[src/rtl/proc_pkg.sv]
// Shared constants and types for the simple-processor control path.
// Opcodes, state encoding and instruction field positions.
package proc_pkg;

    parameter int n = 16;

    localparam int IR_W = 9;

    localparam int III_MSB = 8;
    localparam int III_LSB = 6;
    localparam int X_MSB   = 5;
    localparam int X_LSB   = 3;
    localparam int Y_MSB   = 2;
    localparam int Y_LSB   = 0;

    localparam logic [2:0] OP_MV  = 3'b000;
    localparam logic [2:0] OP_MVI = 3'b001;
    localparam logic [2:0] OP_ADD = 3'b010;
    localparam logic [2:0] OP_SUB = 3'b011;

    typedef enum logic [1:0] {
        S_IDLE = 2'd0,
        S_T1   = 2'd1,
        S_T2   = 2'd2,
        S_T3   = 2'd3
    } state_t;

endpackage

[src/rtl/proc_control_unit_dec3to8.sv]
// 3-bit binary to one-hot 8-bit decoder with enable.
// Output is all zeros when the enable is low.
module dec3to8 (
    input  logic [2:0] w,
    input  logic       en,
    output logic [7:0] y
);

    always_comb begin
        y = '0;
        if (en) begin
            y[w] = 1'b1;
        end
    end

endmodule

[src/rtl/proc_control_unit.sv]
// Multi-cycle control unit: fetches a 9-bit instruction and sequences
// the bus mux, register/A/G enables and the add/sub mode over T1..T3.
module proc_control_unit #(
    parameter int n = 16
) (
    input  logic         Clock,
    input  logic         Resetn,
    input  logic [n-1:0] DIN,
    input  logic         Run,
    output logic [7:0]   selectR,
    output logic         selectG,
    output logic         selectDin,
    output logic [7:0]   Rin,
    output logic         Ain,
    output logic         Gin,
    output logic         AddSub,
    output logic         Done
);

    import proc_pkg::*;

    state_t          state_q, state_d;
    logic [IR_W-1:0] ir_q, ir_d;

    logic [2:0] opc;
    logic [2:0] rx;
    logic [2:0] ry;
    logic       rin_we;

    logic unused_din;
    assign unused_din = ^DIN[n-1:IR_W];

    assign opc = ir_q[III_MSB:III_LSB];
    assign rx  = ir_q[X_MSB:X_LSB];
    assign ry  = ir_q[Y_MSB:Y_LSB];

    always_ff @(posedge Clock or negedge Resetn) begin
        if (!Resetn) begin
            state_q <= S_IDLE;
            ir_q    <= '0;
        end else begin
            state_q <= state_d;
            ir_q    <= ir_d;
        end
    end

    always_comb begin
        state_d = state_q;
        ir_d    = ir_q;
        case (state_q)
            S_IDLE: begin
                if (Run) begin
                    state_d = S_T1;
                    ir_d    = DIN[IR_W-1:0];
                end
            end
            S_T1: begin
                if (opc == OP_ADD || opc == OP_SUB) begin
                    state_d = S_T2;
                end else begin
                    state_d = S_IDLE;
                end
            end
            S_T2:    state_d = S_T3;
            default: state_d = S_IDLE;
        endcase
    end

    always_comb begin
        selectR   = '0;
        selectG   = 1'b0;
        selectDin = 1'b0;
        Ain       = 1'b0;
        Gin       = 1'b0;
        AddSub    = 1'b0;
        Done      = 1'b0;
        rin_we    = 1'b0;
        case (state_q)
            S_T1: begin
                case (opc)
                    OP_MV: begin
                        selectR = {5'b0, ry};
                        rin_we  = 1'b1;
                        Done    = 1'b1;
                    end
                    OP_MVI: begin
                        selectDin = 1'b1;
                        rin_we    = 1'b1;
                        Done      = 1'b1;
                    end
                    OP_ADD, OP_SUB: begin
                        selectR = {5'b0, rx};
                        Ain     = 1'b1;
                    end
                    default: Done = 1'b1;
                endcase
            end
            S_T2: begin
                selectR = {5'b0, ry};
                Gin     = 1'b1;
                AddSub  = (opc == OP_SUB);
            end
            S_T3: begin
                selectG = 1'b1;
                rin_we  = 1'b1;
                Done    = 1'b1;
            end
            default: ;
        endcase
    end

    dec3to8 u_rin_dec (
        .w  (rx),
        .en (rin_we),
        .y  (Rin)
    );

endmodule

[config.mk]
export PLATFORM = sky130hd
export DESIGN_NAME = proc_control_unit
export DESIGN_NICKNAME = d
export VERILOG_FILES = /design/src/rtl/proc_pkg.sv /design/src/rtl/proc_control_unit_dec3to8.sv /design/src/rtl/proc_control_unit.sv
export SDC_FILE = /design/constraint.sdc
export NUM_CORES = 1
export LEC_CHECK = 0
export CAP_MARGIN = 0
export CORE_AREA = 5 5 48 50
export CTS_BUF_LIST = sky130_fd_sc_hd__clkbuf_2
export DETAILED_ROUTE_END_ITERATION = 10
export DIE_AREA = 0 0 53 55
export GPL_ROUTABILITY_DRIVEN = 1
export PLACE_DENSITY_LB_ADDON = 0.08
export SYNTH_ARGS = -nofsm -noshare
export SYNTH_HDL_FRONTEND = slang
export SYNTH_SLANG_ARGS = --single-unit
export TNS_END_PERCENT = 10
[constraint.sdc]
create_clock -name Clock -period 3.7 [get_ports Clock]
set_clock_uncertainty 0.1 [all_clocks]
set_input_delay 0.74 -clock Clock [delete_from_list [all_inputs] [get_ports Clock]]
set_output_delay 0.74 -clock Clock [all_outputs]
set_load 0.02 [all_outputs]
==> reports/metrics.csv <==
metric,value,unit
f_max,322,MHz
core box area,1860,µm²
CTS buffer count,3,
Area growth syn-to-layout,44.9,%
critical path data arrival time,2.26,ns
row count,16,
first-pass GRT wire length,2210,µm
Bufs and invs on worst path,2,
1st-pass router iterations,4,
postcts setup bufs,0,
H-tree Lvls,1,
pin count of the biggest net entering global routing,12,
RSZ-0062 raised after global routing,false,
Overflow after GRT,0,
peak supply drop,0.000336,V
final setup violating endpoints,0,
chip width,53,µm
via count,580,
post-synthesis simple-gate area fraction,16.6,%
LEAKAGE,0.436,nW
Setup crit end kind,primary output,
Synth Area per Inst,10.3,µm²
area of the multi-input gates,380,µm²
CTS sink cnt,11,
Final Cell Area,1000,µm²
most frequent cells in the layout,"clkdlybuf4s50_1, dfrtp_1, mux2_2, nor2_1",
CTS Root Cell,clkbuf_2,
Hold Crit Class,flip-flop to flip-flop,
# hold bufs at CTS,0,
Synth Cell Area,693,µm²
Max-cap violations,0,
Post-Route Setup TNS,0,ns
Initial Util,37.2,%
status,"complete, no violations",
Total Power,0.716,mW
Post-DP Area,985,µm²
IO buf count,28,
# placed instances,121,
Finished Core Util,54.0,%
setup ws final,0.598,ns
Tot GR Track Use,10.5,%
Vert. Die Dim,55,µm
"CP delay by family, top",buffers and inverters,
"most common cell after layout, fill and taps aside",clkdlybuf4s50_1,
NumNets Final,123,
antenna-violating nets left,0,
post-placement setup slack,0.866,ns
IO Count,41,
CTS Buffer Depth,2,
Slew headroom,64.5,%
main combinational cell family by area after synthesis,simple AND/OR/NAND/NOR gates,
CTS tree,done,
gpl congestion,0.784,
yosys warns,0,
critical path class,flip-flop to primary output,
Clock Latency Late Sink,0.25,ns
adder-cell share of the synthesized area,9.03,%
routed vias/inst,4.64,
Slew Limit Fails,0,
Routed WL,1480,µm
#FFs+latches synth,11,
worst path required time,2.86,ns
# fillers,180,
Finished Layout Cells,125,
WHS,0.425,ns
crit-path max FO,6,
CP peak stage delay,0.60,ns
post_cts resized,0,
initial antenna violation count,0,
Iteration-0 DRC Markers,5,
Worst-path clk slew,0.12,ns
DRC Markers,0,
share of cells above drive strength 1,15.3,%
Wirelength per Cell,11.8,µm
Die ar.,2920,µm²
Synth Instances,67,
Synth cell types,23,
critical path startpoint category,flip-flop,
Pwr per Cell Area,712,nW/µm²
multiplexer share of the synthesized area,14.6,%
ANT cells,0,
count of final hold-check violations,0,
Post-DP HPWL,1210,µm
xor/xnor share of the synthesized area,0,%
min Tclk post-route,3.10,ns
vias in the first global route,516,
sequential share of the synthesized area,39.7,%
storage element area,275,µm²
Slew @ Worst Pin,0.530,ns
Critical-path top delay cell,clkdlybuf4s50_1,
Final Cycle Share,83.8,%
crit-path cells,"inv_1, ha_1, nor3b_2, a21o_1, a32o_1, clkdlybuf4s50_1",
compound-gate portion of the synthesized area,11.9,%
-- metal layers --
metal | track usage, % | share of wire, %
met3 | 1.61 | 8.8
met2 | 18.2 | 49
met1 | 12.8 | 41
met5 | 0 | 0
met4 | 5.11 | 0.81
-- path summary, 6_finish.rpt --
kind                                   startpoint             endpoint  slack, ns  depth (start not counted)
setup / recovery           state_q[1]$_DFFE_PN0P_           selectR[1]       0.60                          6
hold / removal                ir_q[0]$_DFFE_PN0P_  ir_q[0]$_DFFE_PN0P_       0.43                          1
max in group asynchronous                  Resetn  ir_q[2]$_DFFE_PN0P_       2.43                          1
setup reg to reg           state_q[0]$_DFFE_PN0P_  ir_q[2]$_DFFE_PN0P_       2.10                          4
hold reg to reg               ir_q[0]$_DFFE_PN0P_  ir_q[0]$_DFFE_PN0P_       0.43                          1
min in group asynchronous                  Resetn  ir_q[8]$_DFFE_PN0P_       0.72                          1
-- sequential cells by signal, summed over array words and instances, names as in the netlist --
name	count
ir_q	9
state_q	2
-- report_power, final --
part	internal (mW)	total [mW]	switching [mW]
clock	0.0287	0.0695	0.0408
combinational	0.209	0.401	0.191
sequential	0.181	0.246	0.0648
total	0.419	0.716	0.297
-- worst reg2reg max path: cells and delay by family (launching register included) --
family	cells	cell delay (ns)
buf+inv	1	0.09
flops	1	0.47
simple gates	1	0.21
fa+ha+maj	1	0.26
mux	1	0.37
-- cell type report --
class | count | area share (%)
repair buffers | 28 | 27.9
well taps | 27 | 3.36
inverters | 4 | 1.49
multi-input cells | 51 | 37.9
flip-flops and latches | 11 | 27.4
clock buffers | 4 | 1.99
-- Yosys cell counts (all sizes together) --
cell type / instances / area [µm²]
inv: 4 / 15.0
nor2: 8 / 30.0
ha: 5 / 62.6
a21o: 1 / 7.51
o21bai: 2 / 15.0
and2: 2 / 12.5
nor3b: 1 / 12.5
a31oi: 1 / 6.26
and3b: 1 / 8.76
nand2b: 3 / 18.8
a21oi: 2 / 10.0
nand2: 2 / 10.0
a22o: 1 / 8.76
buf: 5 / 37.5
a32o: 3 / 30.0
and3: 1 / 6.26
nor3: 2 / 10.0
o21ai: 1 / 5.00
conb: 1 / 3.75
nor2b: 1 / 6.26
mux2: 9 / 101
dfrtp: 11 / 275
-- cell families (layout without fill, tap and decap cells) --
kind of cell               after synthesis  count (layout)
and+or+nand+nor                         21              21
AOI/OAI and AO/OA                       11              11
DFF                                     11              11
muxes                                    9               9
buffers and inverters                    9              36
adders and majority gates                5               5
other                                    1               5
Note: power is estimated with default switching activity, not from simulation.
